--- src/rtl/bmp_copy_pkg.sv ---
// Shared types and constants for the BMP ROM-to-RAM copy engine.
// Image sizing constants are also used by the top-level loader controller.
package bmp_copy_pkg;

    localparam int DEF_DATA_W      = 8;
    localparam int DEF_ADDR_W      = 20;
    localparam int BMP_HDR_BYTES   = 54;
    localparam int BMP_IMG_W       = 640;
    localparam int BMP_IMG_H       = 480;
    localparam int BMP_TOTAL_BYTES = BMP_HDR_BYTES + BMP_IMG_W * BMP_IMG_H * 3;

    typedef enum logic [1:0] {
        ST_IDLE,
        ST_RUN,
        ST_DRAIN,
        ST_DONE
    } state_e;

endpackage

--- src/rtl/bmp_copy_engine_if.sv ---
// Control, ROM and RAM signals of the copy engine bundled as one interface.
// master = controller/memory side, slave = engine side.
interface bmp_copy_engine_if #(
    parameter int DATA_W = 8,
    parameter int ADDR_W = 20,
    parameter int PACK   = 1
);
    logic                   start;
    logic                   abort;
    logic [ADDR_W-1:0]      src_base;
    logic [ADDR_W-1:0]      dst_base;
    logic [ADDR_W-1:0]      length;
    logic                   rom_ren;
    logic [ADDR_W-1:0]      rom_addr;
    logic [DATA_W-1:0]      rom_data;
    logic                   ram_wen;
    logic [ADDR_W-1:0]      ram_addr;
    logic [PACK*DATA_W-1:0] ram_wdata;
    logic                   busy;
    logic                   done;

    modport master (
        output start, abort, src_base, dst_base, length, rom_data,
        input  rom_ren, rom_addr, ram_wen, ram_addr, ram_wdata, busy, done
    );

    modport slave (
        input  start, abort, src_base, dst_base, length, rom_data,
        output rom_ren, rom_addr, ram_wen, ram_addr, ram_wdata, busy, done
    );
endinterface

--- src/rtl/bmp_byte_packer.sv ---
// Packs DATA_W bytes little-endian into PACK-byte words; one cycle from last lane to word pulse.
// No backpressure: a byte is accepted every cycle it is valid; flush drops a partial word.
module bmp_byte_packer #(
    parameter int DATA_W = 8,
    parameter int PACK   = 1
) (
    input  logic                   clk,
    input  logic                   rst,
    input  logic                   flush_i,
    input  logic                   byte_vld_i,
    input  logic [DATA_W-1:0]      byte_dat_i,
    input  logic                   byte_last_i,
    output logic                   word_vld_o,
    output logic [PACK*DATA_W-1:0] word_dat_o,
    output logic                   word_last_o
);
    localparam int WORD_W = PACK * DATA_W;

    logic [2:0]        lane_q, lane_d;
    logic [WORD_W-1:0] acc_q, acc_d, word_q, word_d, merged;
    logic              vld_q, vld_d, last_q, last_d;

    always_comb begin
        merged = acc_q | (WORD_W'(byte_dat_i) << (lane_q * DATA_W));
        lane_d = lane_q;
        acc_d  = acc_q;
        word_d = word_q;
        vld_d  = 1'b0;
        last_d = last_q;
        if (flush_i) begin
            lane_d = '0;
            acc_d  = '0;
        end else if (byte_vld_i) begin
            if (lane_q == 3'(PACK - 1) || byte_last_i) begin
                // Accumulator restarts from zero, so a short final word has empty upper lanes.
                word_d = merged;
                vld_d  = 1'b1;
                last_d = byte_last_i;
                lane_d = '0;
                acc_d  = '0;
            end else begin
                acc_d  = merged;
                lane_d = lane_q + 3'd1;
            end
        end
    end

    always_ff @(posedge clk) begin
        if (rst) begin
            lane_q <= '0;
            acc_q  <= '0;
            word_q <= '0;
            vld_q  <= 1'b0;
            last_q <= 1'b0;
        end else begin
            lane_q <= lane_d;
            acc_q  <= acc_d;
            word_q <= word_d;
            vld_q  <= vld_d;
            last_q <= last_d;
        end
    end

    assign word_vld_o  = vld_q;
    assign word_dat_o  = word_q;
    assign word_last_o = last_q;
endmodule

--- src/rtl/bmp_copy_engine.sv ---
// Copies a byte range from image ROM into frame RAM at one ROM read per cycle.
// Final write lands length+ROM_LAT+1 cycles after start; no backpressure, abort cancels.
module bmp_copy_engine
    import bmp_copy_pkg::*;
#(
    parameter int DATA_W  = DEF_DATA_W,
    parameter int ADDR_W  = DEF_ADDR_W,
    parameter int ROM_LAT = 1,
    parameter int PACK    = 1
) (
    input  logic               clk,
    input  logic               rst,
    bmp_copy_engine_if.slave   bus
);
    localparam int WORD_W = PACK * DATA_W;

    state_e              state_q, state_d;
    logic [ADDR_W-1:0]   src_q, src_d, len_q, len_d;
    logic [ADDR_W-1:0]   issued_q, issued_d, rcv_q, rcv_d;
    logic [ADDR_W-1:0]   rom_addr_q, rom_addr_d, ram_addr_q, ram_addr_d;
    logic                rom_ren_q, rom_ren_d;
    logic [ROM_LAT-1:0]  vld_sr_q, vld_sr_d;
    logic                flush, byte_vld, byte_last, word_vld, word_last;
    logic [WORD_W-1:0]   word_dat;

    assign byte_vld  = vld_sr_q[ROM_LAT-1];
    assign byte_last = (rcv_q == len_q - ADDR_W'(1));

    always_comb begin
        state_d    = state_q;
        src_d      = src_q;
        len_d      = len_q;
        issued_d   = issued_q;
        rom_ren_d  = 1'b0;
        rom_addr_d = rom_addr_q;
        ram_addr_d = word_vld ? ram_addr_q + ADDR_W'(1) : ram_addr_q;
        rcv_d      = byte_vld ? rcv_q + ADDR_W'(1) : rcv_q;
        vld_sr_d   = (vld_sr_q << 1) | ROM_LAT'(rom_ren_q);
        flush      = 1'b0;
        case (state_q)
            ST_IDLE: begin
                if (bus.start) begin
                    src_d      = bus.src_base;
                    len_d      = bus.length;
                    ram_addr_d = bus.dst_base;
                    rcv_d      = '0;
                    issued_d   = '0;
                    flush      = 1'b1;
                    if (bus.length != '0) begin
                        state_d    = ST_RUN;
                        rom_ren_d  = 1'b1;
                        rom_addr_d = bus.src_base;
                        issued_d   = ADDR_W'(1);
                    end else begin
                        state_d = ST_DONE;
                    end
                end
            end
            ST_RUN: begin
                if (issued_q == len_q) begin
                    state_d = ST_DRAIN;
                end else begin
                    rom_ren_d  = 1'b1;
                    rom_addr_d = src_q + issued_q;
                    issued_d   = issued_q + ADDR_W'(1);
                end
            end
            ST_DRAIN: begin
                if (word_vld && word_last) state_d = ST_DONE;
            end
            ST_DONE:  state_d = ST_IDLE;
            default:  state_d = ST_IDLE;
        endcase
        // Abort drops reads still in the latency pipe and any partially packed word.
        if (bus.abort && (state_q == ST_RUN || state_q == ST_DRAIN)) begin
            state_d   = ST_IDLE;
            rom_ren_d = 1'b0;
            vld_sr_d  = '0;
            flush     = 1'b1;
        end
    end

    always_ff @(posedge clk) begin
        if (rst) begin
            state_q    <= ST_IDLE;
            src_q      <= '0;
            len_q      <= '0;
            issued_q   <= '0;
            rcv_q      <= '0;
            rom_ren_q  <= 1'b0;
            rom_addr_q <= '0;
            ram_addr_q <= '0;
            vld_sr_q   <= '0;
        end else begin
            state_q    <= state_d;
            src_q      <= src_d;
            len_q      <= len_d;
            issued_q   <= issued_d;
            rcv_q      <= rcv_d;
            rom_ren_q  <= rom_ren_d;
            rom_addr_q <= rom_addr_d;
            ram_addr_q <= ram_addr_d;
            vld_sr_q   <= vld_sr_d;
        end
    end

    bmp_byte_packer #(
        .DATA_W (DATA_W),
        .PACK   (PACK)
    ) u_packer (
        .clk         (clk),
        .rst         (rst),
        .flush_i     (flush),
        .byte_vld_i  (byte_vld && !flush),
        .byte_dat_i  (bus.rom_data),
        .byte_last_i (byte_last),
        .word_vld_o  (word_vld),
        .word_dat_o  (word_dat),
        .word_last_o (word_last)
    );

    assign bus.rom_ren   = rom_ren_q;
    assign bus.rom_addr  = rom_addr_q;
    assign bus.ram_wen   = word_vld;
    assign bus.ram_addr  = ram_addr_q;
    assign bus.ram_wdata = word_dat;
    assign bus.busy      = (state_q == ST_RUN) || (state_q == ST_DRAIN);
    assign bus.done      = (state_q == ST_DONE);
endmodule

--- src/flat_wrapper.sv ---
// flat-port wrapper written by rule: the top's interface ports become plain ports
module bmp_copy_engine_flat import bmp_copy_pkg::*;
#(
    parameter int DATA_W  = DEF_DATA_W,
    parameter int ADDR_W  = DEF_ADDR_W,
    parameter int ROM_LAT = 1,
    parameter int PACK    = 1
)
  (clk, rst, bus_start, bus_abort, bus_src_base, bus_dst_base, bus_length, bus_rom_data, bus_rom_ren, bus_rom_addr, bus_ram_wen, bus_ram_addr, bus_ram_wdata, bus_busy, bus_done);
  bmp_copy_engine_if #(.DATA_W(DATA_W), .ADDR_W(ADDR_W), .PACK(PACK)) bus_i ();
  input  logic clk;
  input  logic rst;
  input wire logic [$bits(bus_i.start)-1:0] bus_start;
  input wire logic [$bits(bus_i.abort)-1:0] bus_abort;
  input wire logic [$bits(bus_i.src_base)-1:0] bus_src_base;
  input wire logic [$bits(bus_i.dst_base)-1:0] bus_dst_base;
  input wire logic [$bits(bus_i.length)-1:0] bus_length;
  input wire logic [$bits(bus_i.rom_data)-1:0] bus_rom_data;
  output wire logic [$bits(bus_i.rom_ren)-1:0] bus_rom_ren;
  output wire logic [$bits(bus_i.rom_addr)-1:0] bus_rom_addr;
  output wire logic [$bits(bus_i.ram_wen)-1:0] bus_ram_wen;
  output wire logic [$bits(bus_i.ram_addr)-1:0] bus_ram_addr;
  output wire logic [$bits(bus_i.ram_wdata)-1:0] bus_ram_wdata;
  output wire logic [$bits(bus_i.busy)-1:0] bus_busy;
  output wire logic [$bits(bus_i.done)-1:0] bus_done;
  assign bus_i.start = bus_start;
  assign bus_i.abort = bus_abort;
  assign bus_i.src_base = bus_src_base;
  assign bus_i.dst_base = bus_dst_base;
  assign bus_i.length = bus_length;
  assign bus_i.rom_data = bus_rom_data;
  assign bus_rom_ren = bus_i.rom_ren;
  assign bus_rom_addr = bus_i.rom_addr;
  assign bus_ram_wen = bus_i.ram_wen;
  assign bus_ram_addr = bus_i.ram_addr;
  assign bus_ram_wdata = bus_i.ram_wdata;
  assign bus_busy = bus_i.busy;
  assign bus_done = bus_i.done;
  bmp_copy_engine #(.DATA_W(DATA_W), .ADDR_W(ADDR_W), .ROM_LAT(ROM_LAT), .PACK(PACK)) u_core (.clk(clk), .rst(rst), .bus(bus_i));
endmodule
--- config.mk ---
export PLATFORM = sky130hd
export DESIGN_NAME = bmp_copy_engine_flat
export DESIGN_NICKNAME = d
export VERILOG_FILES = /design/src/rtl/bmp_copy_pkg.sv /design/src/rtl/bmp_copy_engine_if.sv /design/src/rtl/bmp_byte_packer.sv /design/src/rtl/bmp_copy_engine.sv /design/src/flat_wrapper.sv
export SDC_FILE = /design/constraint.sdc
export NUM_CORES = 1
export LEC_CHECK = 0
export ABC_AREA = 1
export BUFFER_PORTS_ARGS = -buffer_cell sky130_fd_sc_hd__buf_4
export CAP_MARGIN = 20
export CORE_UTILIZATION = 58
export CTS_CLUSTER_SIZE = 16
export DETAILED_ROUTE_END_ITERATION = 10
export PLACE_DENSITY_LB_ADDON = 0.3
export SYNTH_ARGS = -nofsm -noshare
export SYNTH_HDL_FRONTEND = slang
export SYNTH_HIERARCHICAL = 1
export SYNTH_SLANG_ARGS = --single-unit
--- constraint.sdc ---
create_clock -name clk -period 2.6 [get_ports clk]
set_clock_uncertainty 0.1 [all_clocks]
set_input_delay 0.39 -clock clk [delete_from_list [all_inputs] [get_ports clk]]
set_output_delay 0.39 -clock clk [all_outputs]
set_load 0.02 [all_outputs]
==> flow_summary.ini, run 1 <==
[logic_synthesis]
synth_edf_count = 0
syn-instance-count = 1368
synth_area_um2 = 8896
synthArstFlopShare_pct = 0
yosys_warnings = 6
syn_nets = 1470
avgSynthCellArea_um2 = 6.503
synth_flop_cell = dfxtp_1
yosysUniqueCellTypes = 45
yosysSeqAreaShare_pct = 32.63
ys_ff_latch = 145

[cts]
cts_root_buffer = clkbuf_16
cts_resized = 0
clock_latency_ps = 420
htree_levels = 4
cts_made_buffers = 17
cts.sinks = 145
postCtsSetupBuffers = 0
cts_buffer_depth = 2
tritoncts = yes
clk_pin_slew_ps = 60
postCtsHoldBufs = 0

[sta]
finalHoldViolations = 0
fin_crit_sh_pct = 94.49
max_slew_margin_pct = 42.73
max_freq_ghz = 0.4070
fin_crit_ps = 2457
maxSlewViolCount = 0
setup_viol = 0
worst_slew_pin_slew_ps = 850.1
fin_tns_setup_ps = 0
hold_ws_ps = 124.4

[finish]
synthToLayoutAreaGrowth_pct = 20.41
drive_gt1_share_pct = 14.97
n_antenna_cell = 0
fin_area_um2 = 10710
fin_nets = 1593
nFillCells = 1262
finalNonFillerCells = 1687

[routing]
ant_nets = 0
drc = 0
dr_total_vias = 9365
drt-initial-drc-count = 864
avgRoutedWirePerCell_um = 15.19
wirelength_um = 25630
viasPerCell = 5.551
dr.pass1.iters = 6

[place]
placed_area_um2 = 10030
dp.cells = 1656
io_buffer_count = 123
dp_hpwl_um = 18990
globalplace.congestion = 0.9790

[die]
rows = 44
io_pins = 124
fp.dieArea_um2 = 15840
die_w_um = 125.8
dieHeight_um = 125.8
core-area_um2 = 14750
start_util_pct = 60.30

[hold_path]
min_path_cells = 3
hp-class = in -> reg
worstHoldStart = bus_src_base[11]
holdPathEnd = u_core/src_q[11]$_SDFFE_PP0P_

[global_route]
grt_pass1_vias = 8625
grt_max_degree = 43
grt.overflow.total = 0
grt_pass1_wl_um = 41620
grt_antenna_before_repair = 0
grt_usage_pct = 32.73

[power]
p_leak_nw = 4.937
design_power_total_mw = 9.854
power.density_nw_per_um2 = 920.0
vdd_ir_drop_max_mv = 0.7140

[critical_path]
rr_worst_depth = 14
worstPathRequired_ps = 2810
reg2reg_slack_ps = 140
worstSetupPathType = reg -> reg
endpoint_kind = flop
worstReg2RegStart = u_core/len_q[2]$_SDFFE_PP0P_
cp-start-kind = flop
worstPathMaxFanout = 10
cp.arrival_ps = 2670
r2r_end = u_core/u_packer/acc_q[0]$_SDFFE_PP0P_

[flow_run]
max-cap-violations = 0

[run_status]
outcome = complete, no violations
worst max-delay path: stages, from the launching register on:
cell	delay [ps]
dfxtp_1	350
nor2_1	220
nand4_1	180
inv_1	130
nand2_1	130
nor2_1	180
nand2_1	80
xor2_1	160
nand4_1	160
nor2_4	180
inv_1	80
nand2_4	90
nand2_1	90
nand2_4	120
a21oi_1	70
state kept, by name, summed over array words and instances (netlist names):
name / cells
u_core/u_packer/word_last_o: 1
u_core/len_q: 20
u_core/u_packer/word_vld_o: 1
u_core/bus.ram_addr: 20
u_core/bus.rom_ren: 1
u_core/issued_q: 20
u_core/state_q: 2
u_core/bus.rom_addr: 20
u_core/u_packer/acc_q: 8
u_core/src_q: 20
u_core/u_packer/lane_q: 3
u_core/byte_vld: 1
u_core/u_packer/word_dat_o: 8
u_core/rcv_q: 20
per-stage QoR:
stage          worst slack [ps]  utilization (%)
6_report                  143.1            72.60
5_1_grt                  -20.00            72.60
4_1_cts                   46.25            72.26
3_5_place_dp              70.65            68.01
3_3_place_gp              135.6            68.01
2_1_floorplan             206.2                -
cell type report:
class	count	area [µm²]	area share [%]
Clock buffer	19	452.9	4.228
Clock inverter	12	173.9	1.624
Inverter	142	533.0	4.976
Multi-Input combinational cell	1033	5275	49.25
Sequential cell	145	2905	27.12
Tap cell	184	230.2	2.149
Timing Repair Buffer	152	1141	10.65
power by group:
group	internal [mW]	total, mW	leakage [nW]	switching, mW
Sequential	2.69	3.16	1.19	0.465
Combinational	1.48	4.09	3.44	2.61
Clock	1.58	2.60	0.308	1.02
Total	5.76	9.85	4.94	4.10
cells in the mapped netlist, types with 4 or more instances:
library cell	number	share of area, %
nor2_2	5	0.35
clkbuf_1	27	1.1
nor4_1	6	0.42
buf_4	4	0.34
xor2_1	47	4.6
dfxtp_1	145	33
inv_1	138	5.8
buf_2	11	0.62
nand3_1	65	3.7
o21ai_0	90	5.1
nor3_1	26	1.5
nand4_1	30	2.1
nor2_1	206	8.7
nand2_1	352	15
ha_1	29	4.1
or2_2	9	0.63
nand3b_1	11	0.93
xnor2_1	30	3.0
a21oi_1	92	5.2
cells in the final DEF (no fill, tap or decap), types with 2 or more instances in the layout:
cell / n
nand2_1: 351
nor2_1: 202
buf_4: 152
dfxtp_1: 143
inv_1: 138
a21oi_1: 92
o21ai_0: 90
nand3_1: 65
xor2_1: 47
nand4_1: 30
xnor2_1: 30
ha_1: 28
nor3_1: 26
clkbuf_16: 17
nand3b_1: 11
or2_2: 9
nor2_2: 7
nor4_1: 5
clkinv_4: 4
nor2_4: 4
bufinv_16: 3
inv_6: 3
nand3_2: 3
o21bai_1: 3
nand2_4: 3
inv_2: 3
a21oi_2: 3
inv_8: 2
clkbuf_8: 2
nand2_2: 2
and2_1: 2
nand3_4: 2
o211ai_1: 2
o221ai_1: 2
dfxtp_2: 2
routing by layer:
metal | global-route usage, % | up-vias | wire length (µm)
met4 | 8.575 | 0 | 365
li1 | - | 4647 | -
met1 | 43.39 | 4299 | 11370
met2 | 52.94 | 388 | 11550
met5 | 0 | - | 0
met3 | 8.411 | 31 | 2339
kinds of logic after synthesis:
| kind of cell | share of synthesized area [%] |
|---|---|
| xor gates and xnor gates | 7.834 |
| AOI/OAI and AO/OA | 11.56 |
| adders and majority gates | 4.304 |
| DFF | 32.63 |
| buffers and inverters | 8.636 |
| and+or+nand+nor | 35.04 |
worst max-delay path by stage:
stage	startpoint	endpoint	slack, ps	cells after the start
6_report	u_core/len_q[2]$_SDFFE_PP0P_	u_core/u_packer/acc_q[0]$_SDFFE_PP0P_	140	14
5_1_grt	u_core/len_q[2]$_SDFFE_PP0P_	u_core/u_packer/word_dat_o[0]$_SDFFE_PP0P_	-20	15
4_1_cts	u_core/len_q[0]$_SDFFE_PP0P_	u_core/u_packer/acc_q[0]$_SDFFE_PP0P_	50	17
3_5_place_dp	u_core/len_q[0]$_SDFFE_PP0P_	u_core/u_packer/word_dat_o[3]$_SDFFE_PP0P_	70	17
3_3_place_gp	u_core/len_q[0]$_SDFFE_PP0P_	u_core/u_packer/acc_q[5]$_SDFFE_PP0P_	140	17
2_1_floorplan	u_core/len_q[0]$_SDFFE_PP0P_	u_core/u_packer/word_dat_o[0]$_SDFFE_PP0P_	210	18
No activity file was read; power rests on OpenSTA's default activity.
==> run 2: changes to the inputs <==
--- a/config.mk
+++ b/config.mk
@@ -8,6 +8,7 @@
 export ABC_AREA = 1
 export BUFFER_PORTS_ARGS = -buffer_cell sky130_fd_sc_hd__buf_4
 export CAP_MARGIN = 20
+export CORE_MARGIN = 4
 export CORE_UTILIZATION = 58
 export CTS_CLUSTER_SIZE = 16
 export DETAILED_ROUTE_END_ITERATION = 10
==> run 2 against run 1 <==
Clock power decreased by 4%. Hold slack got worse by 15 ps. Register-to-register slack hardly changed. Critical path depth increased by 2. Clock-buffer cell count stayed put. Sequential power barely moved. Final area grew 0.12%. Core utilization is 1.5 points lower. Sequential share of layout area about the same. Power decreased by 0.56%. First-iteration DRC count shrank 1.7%. Critical path type unchanged. Largest cell class unchanged.
==> flow_summary.ini, run 2 (synthesis gave the netlist of run 1 again) <==
[routing]
dr_total_vias = 9220
ant_nets = 0
drc = 0
viasPerCell = 5.443
dr.pass1.iters = 6
wirelength_um = 25770
drt-initial-drc-count = 849
avgRoutedWirePerCell_um = 15.21

[cts]
postCtsHoldBufs = 0
cts_root_buffer = clkbuf_16
cts_made_buffers = 17
cts.sinks = 145
htree_levels = 4
tritoncts = yes
cts_buffer_depth = 2
clock_latency_ps = 430
clk_pin_slew_ps = 60

[critical_path]
endpoint_kind = flop
max_stage_delay_ps = 340
cp-start-kind = flop
worstPathRequired_ps = 2820
cp_cell_sequence = inv_2 > ha_4 > nand3_2 > nor2_4 > buf_4 > nand3_1 > nand2_1 > nor2_1 > nor3_1 > nand4_1 > nor2_2 > inv_1 > nand2_4 > nand2_8 > nor2_1 > nor2_1
critPathSlowestCell = dfxtp_2
cp.arrival_ps = 2690
cpMostUsedCell = nor2_1
worstSetupPathType = reg -> reg
worstPathMaxFanout = 18

[sta]
max_freq_ghz = 0.4057
setup_ws_ps = 135.3
worst_slew_pin_slew_ps = 665.4
fin_crit_ps = 2465
setup_viol = 0
maxSlewViolCount = 0
max_slew_margin_pct = 55.17
fin_crit_sh_pct = 94.79
finalHoldViolations = 0

[power]
p_switching_mw = 4.137
p_leak_nw = 4.925
power.share.sequential_pct = 32.2
design_power_total_mw = 9.799
p_clk_share_pct = 25.4
power.density_nw_per_um2 = 913.8
vdd_ir_drop_max_mv = 0.7879
p_sw_share_pct = 42.21
internal_power_mw = 5.663
p_comb_share_pct = 42.4

[place]
globalplace.congestion = 0.9785
place_ws_ps = 16.42
io_buffer_count = 123
placed_area_um2 = 10050
dp_hpwl_um = 19000

[die]
start_util_pct = 58.96
core-area_um2 = 15090
die_w_um = 131.8
fp.dieArea_um2 = 17380
dieHeight_um = 131.8
io_pins = 124
rows = 45

[global_route]
grt_pass1_wl_um = 41390
grt_antenna_before_repair = 0
grt_max_degree = 65
grt_pass1_vias = 8560
grt.overflow.total = 0
grt_usage_pct = 28.81

[finish]
layout_common_cells = nand2_1, nor2_1, buf_4, dfxtp_1, inv_1
n_antenna_cell = 0
fin_area_um2 = 10720
drive_gt1_share_pct = 15.41
fin_nets = 1595
synthToLayoutAreaGrowth_pct = 20.55
final_common_cell = nand2_1

[run_status]
outcome = complete, no violations

[flow_run]
max-cap-violations = 0

[hold_path]
hp-class = in -> reg
==> run 2: cell types whose count changed in the layout (fill, tap and decap cells not counted), moves of 3 or more <==
cell        previous run  this run
clkinvlp_4             0         4
clkinv_4               4         1
inv_1                138       135
inv_2                  3         6
==> run 2: metrics by stage <==
step                      TNS (ps)  std cells  util [%]  hold slack (ps)
after floorplan                  0       1368         -            331.6
after global placement           0       1660     66.62            339.9
after detailed placement         0       1660     66.62            344.6
after CTS                        0       1692     70.55            97.57
after global routing         -1530       1694     71.07            118.1
final                            0       1694     71.07            109.7
==> run 2: critical path: cells and delay by family (launching register included) <==
kind | cells | cell delay (ps)
adders and majority gates | 1 | 150
buffers and inverters | 3 | 320
DFF | 1 | 340
and+or+nand+nor | 12 | 1450
==> run 2: metal layers <==
layer  track usage [%]  wire length [µm]  up-vias
met2             46.25             11740      382
met3             9.580              2445       42
met5                 0                 0        -
li1                  -                 -     4631
met1             37.61             11120     4165
met4             7.176               463        0
==> run 2: final timing paths <==
check	startpoint	endpoint	slack [ps]	depth (start not counted)
hold / removal	bus_dst_base[7]	u_core/bus.ram_addr[7]$_SDFF_PP0_	110	3
setup reg to reg	u_core/len_q[0]$_SDFFE_PP0P_	u_core/u_packer/word_dat_o[5]$_SDFFE_PP0P_	140	16
hold reg to reg	u_core/u_packer/acc_q[4]$_SDFFE_PP0P_	u_core/u_packer/acc_q[4]$_SDFFE_PP0P_	360	2
setup / recovery	u_core/len_q[0]$_SDFFE_PP0P_	u_core/u_packer/word_dat_o[5]$_SDFFE_PP0P_	140	16
==> run 2: final cells by class <==
type / instances / area, µm²
Clock buffer: 19 / 442.9
Sequential cell: 145 / 2905
Multi-Input combinational cell: 1033 / 5289
Clock inverter: 13 / 150.1
Tap cell: 188 / 235.2
Fill cell: 1286 / 4365
Timing Repair Buffer: 154 / 1169
Inverter: 142 / 533.0
==> run 2: what timing repair did <==
| item | 4_1_cts | 5_1_grt |
|---|---|---|
| endpoints found under the hold margin | 0 | 0 |
| setup buffers | 0 | 2 |
| gates resized for setup | 0 | 19 |
| setup endpoints to repair | 0 | 21 |
==> run 2: power groups by stage <==
stage          registers, mW  logic [mW]  clock network [mW]
6_report                3.15        4.16                2.49
5_1_grt                 3.22        4.60                2.61
3_5_place_dp            3.18        3.99                   0
2_1_floorplan           3.37        2.50                   0
3_3_place_gp            3.17        3.93                   0
4_1_cts                 3.14        4.02                2.51
==> run 3: changes to the inputs <==
--- a/config.mk
+++ b/config.mk
@@ -12,7 +12,7 @@
 export CORE_UTILIZATION = 58
 export CTS_CLUSTER_SIZE = 16
 export DETAILED_ROUTE_END_ITERATION = 10
-export PLACE_DENSITY_LB_ADDON = 0.3
+export PLACE_DENSITY = 0.8
 export SYNTH_ARGS = -nofsm -noshare
 export SYNTH_HDL_FRONTEND = slang
 export SYNTH_HIERARCHICAL = 1
==> run 3 against run 2 <==
Critical path depth fell by 2. Sequential power is essentially flat. Power decreased by 0.34%. Clock power is 3% lower. Wire length rose by 1.7%. Fmax is 4.6% lower. Cell count rose by 0.18%. Setup slack got worse by 120 ps. Register-to-register slack lost 120 ps. Largest power group unchanged.
==> flow_summary.ini, run 3 (synthesis gave the netlist of run 1 again) <==
[run_status]
outcome = complete, no violations

[cts]
tritoncts = yes
clock_latency_ps = 430
cts_buffer_depth = 2
cts_made_buffers = 17
clk_pin_slew_ps = 70
htree_levels = 4
postCtsHoldBufs = 0
cts_root_buffer = clkbuf_16
cts.sinks = 145

[sta]
worst_slew_pin_slew_ps = 591.0
finalHoldViolations = 0
fin_crit_ps = 2583
rsz0062_at_grt = yes
maxSlewViolCount = 0
max_slew_margin_pct = 60.18
setup_viol = 0
fin_crit_sh_pct = 99.36
max_freq_ghz = 0.3871

[hold_path]
hp-class = in -> reg

[routing]
wirelength_um = 26220
drc = 0
ant_nets = 0
drt-initial-drc-count = 904
avgRoutedWirePerCell_um = 15.45
dr.pass1.iters = 6
dr_total_vias = 9299
viasPerCell = 5.480

[power]
p_sw_share_pct = 42.99
power.share.sequential_pct = 32.3
internal_power_mw = 5.567
power.density_nw_per_um2 = 905.3
vdd_ir_drop_max_mv = 0.7594
p_clk_share_pct = 24.8
p_leak_nw = 4.929
p_comb_share_pct = 42.9
p_switching_mw = 4.198

[finish]
n_antenna_cell = 0
fin_area_um2 = 10790
nFillCells = 1318
drive_gt1_share_pct = 15.97
layout_common_cells = nand2_1, nor2_1, buf_4, dfxtp_1, inv_1
final_common_cell = nand2_1
synthToLayoutAreaGrowth_pct = 21.25
finalNonFillerCells = 1697
fin_nets = 1598

[critical_path]
cp_cell_sequence = nor2_1 > nand4_1 > inv_1 > nand2_1 > nor2_2 > nand2_1 > xor2_1 > nand4_1 > nor2_4 > inv_2 > nand2_8 > nand2_8 > nor2_1 > nor2_1
cp.arrival_ps = 2810
critPathSlowestCell = dfxtp_1
endpoint_kind = flop
worstSetupPathType = reg -> reg
cp_top_family = simple AND/OR/NAND/NOR gates
cpMostUsedCell = nor2_1
worstPathMaxFanout = 9
worstPathBufferInverterCount = 2
max_stage_delay_ps = 350
cp-start-kind = flop
worstPathRequired_ps = 2830

[die]
io_pins = 124
fp.dieArea_um2 = 17380
dieHeight_um = 131.8
start_util_pct = 58.96
core-area_um2 = 15090
die_w_um = 131.8
rows = 45

[global_route]
grt_pass1_vias = 8753
grt.overflow.total = 0
grt_pass1_wl_um = 42630
grt_max_degree = 65
grt_usage_pct = 29.59
grt_antenna_before_repair = 0

[place]
placed_area_um2 = 10040
io_buffer_count = 123
globalplace.congestion = 0.9722
dp_hpwl_um = 19290
dp.cells = 1659

[flow_run]
max-cap-violations = 0
==> run 3: cell types whose count changed in the layout (fill, tap and decap cells not counted), sizes merged <==
| cell | before | now |
|---|---|---|
| inv | 146 | 149 |
| bufinv | 2 | 1 |
| clkbuf | 19 | 18 |
| clkinv | 3 | 2 |
| nand2 | 357 | 360 |
==> run 3: path summary, 6_finish.rpt <==
kind / from / endpoint / slack, ps / cells past startpoint
worst max-delay path: u_core/len_q[2]$_SDFFE_PP0P_ / u_core/u_packer/word_dat_o[6]$_SDFFE_PP0P_ / 20 / 14
worst min-delay path: bus_dst_base[7] / u_core/bus.ram_addr[7]$_SDFF_PP0_ / 110 / 3
worst max register to register: u_core/len_q[2]$_SDFFE_PP0P_ / u_core/u_packer/word_dat_o[6]$_SDFFE_PP0P_ / 20 / 14
worst min register to register: u_core/u_packer/acc_q[3]$_SDFFE_PP0P_ / u_core/u_packer/acc_q[3]$_SDFFE_PP0P_ / 350 / 2
==> run 3: layer usage <==
| layer | up-vias | GRT usage [%] | part of all wire (%) |
|---|---|---|---|
| li1 | 4641 | - | - |
| met3 | 33 | 8.244 | 9.0 |
| met4 | 0 | 7.060 | 1.5 |
| met2 | 356 | 48.08 | 45 |
| met1 | 4269 | 39.29 | 44 |
| met5 | - | 0 | 0 |
==> run 3: power by group through the flow <==
| stage | combinational, mW | clock, mW | sequential [mW] |
|---|---|---|---|
| after CTS | 4.02 | 2.44 | 3.14 |
| final | 4.19 | 2.42 | 3.15 |
| after floorplan | 2.50 | 0 | 3.37 |
| after global placement | 3.94 | 0 | 3.17 |
| after global routing | 4.64 | 2.54 | 3.22 |
| after detailed placement | 3.98 | 0 | 3.18 |
==> run 3: worst register-to-register path: cells and delay by family (launching register included) <==
family	cells	cell delay [ps]
xor gates and xnor gates	1	210
buffers and inverters	2	230
DFF	1	350
and+or+nand+nor	11	1590
==> run 3: per-stage QoR <==
step | worst slack [ps] | total power [mW] | util (%) | hold WS (ps) | setup TNS, ps
floorplan | 206.2 | 5.871 | - | 331.6 | 0
global placement | 107.2 | 7.109 | 66.57 | 339.2 | 0
detailed placement | 8.195 | 7.156 | 66.57 | 345.4 | 0
CTS | 52.76 | 9.602 | 70.40 | 92.80 | 0
global route | -54.82 | 10.40 | 71.48 | 105.9 | -256.9
finish | 16.73 | 9.766 | 71.48 | 105.8 | 0
==> run 3: final cells by class <==
type / count / area, µm² / area share (%)
Sequential cell: 145 / 2905 / 26.93
Timing Repair Buffer: 154 / 1169 / 10.83
Multi-Input combinational cell: 1036 / 5369 / 49.77
Clock buffer: 18 / 429.2 / 3.979
Clock inverter: 14 / 146.4 / 1.357
Inverter: 142 / 533.0 / 4.941
Tap cell: 188 / 235.2 / 2.181
==> run 3: what timing repair did <==
action,4_1_cts,5_1_grt
resized for setup,1,29
buffers inserted,0,3
cloned,0,3
endpoints found under the setup margin,3,20
pin swaps,0,15
